File: src/rtl/turn_controller.sv
// turn_controller: sequences a two-player Morse round on shared buttons,
// with per-turn timeout, code compare and a saturating score over MAX_ROUNDS.
module turn_controller #(
  parameter int TURN_CYCLES   = 50_000_000,
  parameter int SETTLE_CYCLES = 4,
  parameter int MAX_ROUNDS    = 3,
  parameter int SCORE_W       = 4
) (
  input  logic               clock,
  input  logic               resetn,
  input  logic               start,
  input  logic               key_in,
  input  logic               next_in,
  input  logic               done_in,
  input  logic [9:0]         p1_code,
  input  logic [9:0]         p2_code,
  output logic               p1_key,
  output logic               p2_key,
  output logic               p1_next,
  output logic               p2_next,
  output logic               p1_clr_n,
  output logic               p2_clr_n,
  output logic               p1_active,
  output logic               p2_active,
  output logic               timed_out,
  output logic               match,
  output logic               result_valid,
  output logic [SCORE_W-1:0] score,
  output logic               game_over
);
  localparam int TW = $clog2(TURN_CYCLES);
  localparam int SW = $clog2(SETTLE_CYCLES + 1);
  typedef enum logic [3:0] {
    IDLE, P1_CLR, P1_TURN, P2_CLR, P2_TURN, SETTLE, COMPARE, RESULT, GAME_OVER
  } state_t;
  state_t             state_q;
  logic [TW-1:0]      timer_q;
  logic [SW-1:0]      settle_q;
  logic [3:0]         round_q;
  logic               p1_clr_n_q, p2_clr_n_q, p1_active_q, p2_active_q;
  logic               timed_out_q, match_q, result_valid_q, game_over_q;
  logic [SCORE_W-1:0] score_q;
  logic               match_d;
  logic [SCORE_W-1:0] score_d;
  logic               turn_end;
  // An all-zero code means nothing was entered, so it never counts as a match.
  assign match_d  = (p1_code == p2_code) && (p1_code != '0);
  assign score_d  = (match_d && score_q != '1) ? score_q + SCORE_W'(1) : score_q;
  assign turn_end = done_in || (timer_q == '0);
  assign p1_key       = key_in & p1_active_q;
  assign p2_key       = key_in & p2_active_q;
  assign p1_next      = next_in & p1_active_q;
  assign p2_next      = next_in & p2_active_q;
  assign p1_clr_n     = p1_clr_n_q;
  assign p2_clr_n     = p2_clr_n_q;
  assign p1_active    = p1_active_q;
  assign p2_active    = p2_active_q;
  assign timed_out    = timed_out_q;
  assign match        = match_q;
  assign result_valid = result_valid_q;
  assign score        = score_q;
  assign game_over    = game_over_q;
  always_ff @(posedge clock) begin
    if (!resetn) begin
      state_q        <= IDLE;
      timer_q        <= '0;
      settle_q       <= '0;
      round_q        <= '0;
      p1_clr_n_q     <= 1'b1;
      p2_clr_n_q     <= 1'b1;
      p1_active_q    <= 1'b0;
      p2_active_q    <= 1'b0;
      timed_out_q    <= 1'b0;
      match_q        <= 1'b0;
      result_valid_q <= 1'b0;
      score_q        <= '0;
      game_over_q    <= 1'b0;
    end else begin
      result_valid_q <= 1'b0;
      unique case (state_q)
        IDLE: if (start) begin
          state_q    <= P1_CLR;
          p1_clr_n_q <= 1'b0;
          score_q    <= '0;
          round_q    <= '0;
          match_q    <= 1'b0;
        end
        P1_CLR: begin
          state_q     <= P1_TURN;
          p1_clr_n_q  <= 1'b1;
          p1_active_q <= 1'b1;
          timed_out_q <= 1'b0;
          timer_q     <= TW'(TURN_CYCLES - 1);
        end
        P1_TURN: if (turn_end) begin
          state_q     <= P2_CLR;
          p1_active_q <= 1'b0;
          p2_clr_n_q  <= 1'b0;
          timed_out_q <= !done_in;
        end else timer_q <= timer_q - TW'(1);
        P2_CLR: begin
          state_q     <= P2_TURN;
          p2_clr_n_q  <= 1'b1;
          p2_active_q <= 1'b1;
          timed_out_q <= 1'b0;
          timer_q     <= TW'(TURN_CYCLES - 1);
        end
        P2_TURN: if (turn_end) begin
          state_q     <= SETTLE;
          p2_active_q <= 1'b0;
          timed_out_q <= !done_in;
          settle_q    <= SW'(SETTLE_CYCLES - 1);
        end else timer_q <= timer_q - TW'(1);
        SETTLE: if (settle_q == '0) state_q <= COMPARE;
                else settle_q <= settle_q - SW'(1);
        COMPARE: begin
          state_q        <= RESULT;
          match_q        <= match_d;
          score_q        <= score_d;
          round_q        <= round_q + 4'(1);
          result_valid_q <= 1'b1;
        end
        RESULT: if (round_q == 4'(MAX_ROUNDS)) begin
          state_q     <= GAME_OVER;
          game_over_q <= 1'b1;
        end else begin
          state_q    <= P1_CLR;
          p1_clr_n_q <= 1'b0;
        end
        GAME_OVER: state_q <= GAME_OVER;
        default: state_q <= IDLE;
      endcase
    end
  end
endmodule

File: config.mk
export PLATFORM = sky130hd
export DESIGN_NAME = turn_controller
export DESIGN_NICKNAME = d
export VERILOG_FILES = /design/src/rtl/turn_controller.sv
export SDC_FILE = /design/constraint.sdc
export NUM_CORES = 1
export LEC_CHECK = 0
export ABC_AREA = 1
export BUFFER_PORTS_ARGS = -buffer_cell sky130_fd_sc_hd__buf_4
export CAP_MARGIN = 10
export CORE_ASPECT_RATIO = 0.5
export CORE_MARGIN = 2
export CORE_UTILIZATION = 55
export DETAILED_ROUTE_END_ITERATION = 7
export GPL_TIMING_DRIVEN = 0
export HOLD_SLACK_MARGIN = 0.08
export PLACE_DENSITY = 0.83
export SLEW_MARGIN = 20
export SYNTH_ARGS = -nofsm -noshare
export SYNTH_HDL_FRONTEND = slang
export SYNTH_SLANG_ARGS = --single-unit
File: constraint.sdc
create_clock -name clock -period 2 [get_ports clock]
set_clock_uncertainty 0.2 [all_clocks]
set_input_delay 0.3 -clock clock [delete_from_list [all_inputs] [get_ports clock]]
set_output_delay 0.3 -clock clock [all_outputs]
set_load 0.05 [all_outputs]
==> flow_summary.yaml <==
floorplan:
  boundaryPins: 42
  fp-row-count: 19
  die_w_um: 111
  core_area_um2: 5490
  start_util_pct: 57.1
  die_area_um2: 6360
  die_y_um: 57.4
detailed_routing:
  drc_errors: 0
  finalWirelength_um: 7610
  first_pass_iters: 6
  drtAntennaViolNets: 0
  drt_iter0_drc: 223
  avgRoutedWirePerCell_um: 12.5
  num_vias: 3198
  vias_per_cell: 5.24
setup_path:
  crit_type: "flip-flop to flip-flop"
  worstPathArrival_ns: 1.97
  required_ns: 2.01
  crit_path_start_kind: "flip-flop"
  crit_path_end_kind: "flip-flop"
  crit_fanout: 10
placed_design:
  hpwl_um: 5610
  dp_slack_ns: -0.0675
  dp_cells: 601
  gp_congestion: 0.925
  place_area_um2: 3540
  io_buffers: 41
pwr:
  p_per_area_nw_per_um2: 1650
  leakage_nw: 1.74
  vdd_ir_drop_max_mv: 0.823
  p_total_mw: 6.20
sta:
  holdWs_ns: 0.101
  report.final.slew_viol_count: 0
  setup_violations: 0
  setup_slack_ns: 0.0464
  post-route-period-util_pct: 97.7
  hold_viol_final: 0
  fin_crit_ns: 1.95
  rsz0062_at_grt: "true"
  fmax_mhz: 512
  max_slew_margin_pct: 50.8
  worst_slew_pin_slew_ns: 0.738
  tns_ns: 0
final_layout:
  n_antenna_cell: 0
  instances_no_fill: 610
  fillers: 499
  layout-drive-gt1-share_pct: 19.2
  final_util_pct: 68.4
  syn_to_final_growth_pct: 19.8
  nets: 567
  fin_area_um2: 3760
grt:
  antenna_found_initial: 0
  grt_max_degree: 16
  busiest_layer: "met2"
  grt_usage_pct: 24.2
  grt_pass1_vias: 2805
  grt_overflow: 0
  grt_util_met3_pct: 4.68
  met1_usage_pct: 31.4
  met2_usage_pct: 42.2
  grt_pass1_wl_um: 12500
synth:
  yosys.area.top_type_share_pct: 31.3
  yosys-top-cells-area: "dfxtp_1 (31%), nand2_1 (14%), nor2_1 (8.4%)"
  ys_types: 39
  yosysMostFrequentCell: "nand2_1"
  ys_ff_latch: 49
  yosys_warnings: 0
  synth_area_leader_cell: "dfxtp_1"
  synth_area_um2: 3140
  synth_common_cells: "nand2_1 (118), nor2_1 (70), inv_1 (64)"
  seq_area_frac_synth_pct: 31.3
  async_flop_share_pct: 0
  syn-num-nets: 518
  syn_avg_cell_area_um2: 6.44
  synthCells: 487
  synth-edff-count: 0
  synthFlopType: "dfxtp_1"
clocking:
  cts_tree: "done"
  clk_pin_slew_ns: 0.07
  clkLatencyLatePin_ns: 0.29
  cts_max_level: 2
  clock_tree.root_cell: "clkbuf_16"
  max-clock-path-buffers: 2
  cts-buffers-inserted: 5
  cts_sinks: 49
run_status:
  status: "finished clean"
flow_run:
  drv_cap: 0
min_path:
  hold_path_class: "input pin to flip-flop"
## critical path, cell delays in order, from the launching register on
cell     delay, ns
dfxtp_1       0.38
inv_2         0.08
ha_4          0.18
nand2_2       0.13
nor2_4        0.05
nand4_4       0.11
nand3_4       0.10
nand2_4       0.14
buf_4         0.21
nand2_1       0.13
a21oi_2       0.16
## final timing paths
path / start / to / slack [ns] / cells after the start
worst min register to register: game_over / game_over / 0.26 / 2
worst max-delay path: timer_q[0] / timer_q[18] / 0.05 / 10
worst min-delay path: resetn / round_q[0] / 0.10 / 3
worst max register to register: timer_q[0] / timer_q[18] / 0.05 / 10
## repair_timing
action | in CTS | in global routing
endpoints found under the setup margin | 28 | 28
hold buffers | 0 | 0
gates resized for setup | 1 | 13
buffers inserted | 1 | 0
cloned | 0 | 0
pin swaps | 1 | 0
## report_power, final
part | internal, mW | switching [mW]
clock network | 0.593 | 0.365
registers | 1.26 | 0.283
logic | 1.30 | 2.40
total | 3.15 | 3.05
## cells by family (layout without fill, tap and decap cells)
group,after synthesis,after routing,synth area share (%)
XOR/XNOR,20,20,5.58
AO/OA/AOI/OAI,68,68,12.7
buffers and inverters,83,133,11.1
AND/OR/NAND/NOR,262,262,37.4
flip-flops,49,49,31.3
adder cells (fa/ha/maj),5,5,1.99
## flip-flops by register name, indices dropped and copies added (netlist names)
name / flops
score: 4
result_valid: 1
p2_clr_n: 1
settle_q: 3
p1_active: 1
state_q: 4
round_q: 4
game_over: 1
p2_active: 1
timer_q: 26
match: 1
timed_out: 1
p1_clr_n: 1
## placed cells by master (no fill, tap or decap), types with 3 or more instances in the layout
cell,n
clkbuf_16,5
nor2_4,6
buf_4,44
o21ai_1,5
xnor2_1,8
dfxtp_1,49
inv_2,7
ha_1,4
nand2_1,118
nand2_2,8
nand3_1,37
a21oi_1,24
nor3_1,5
a21oi_2,11
buf_2,4
inv_1,62
nand4_1,8
o21ai_0,20
xor2_1,12
nor2_2,7
nor2_1,66
buf_1,3
## metal layers
| layer | vias to the layer above | share of wire, % |
|---|---|---|
| li1 | 1634 | - |
| met1 | 1462 | 47 |
| met2 | 93 | 46 |
| met3 | 9 | 6.4 |
| met4 | 0 | 0.95 |
| met5 | - | 0 |
## final cells by class
type | count | area (µm²) | area share [%]
sequential | 49 | 981 | 26.1
timing repair buffer | 42 | 315 | 8.39
multi-input combinational | 355 | 1850 | 49.4
clock buffer | 6 | 129 | 3.43
inverter | 71 | 272 | 7.23
tap | 73 | 91.3 | 2.43
buffer | 12 | 76.3 | 2.03
clock inverter | 2 | 38.8 | 1.03
No activity file was read; power rests on OpenSTA's default activity.
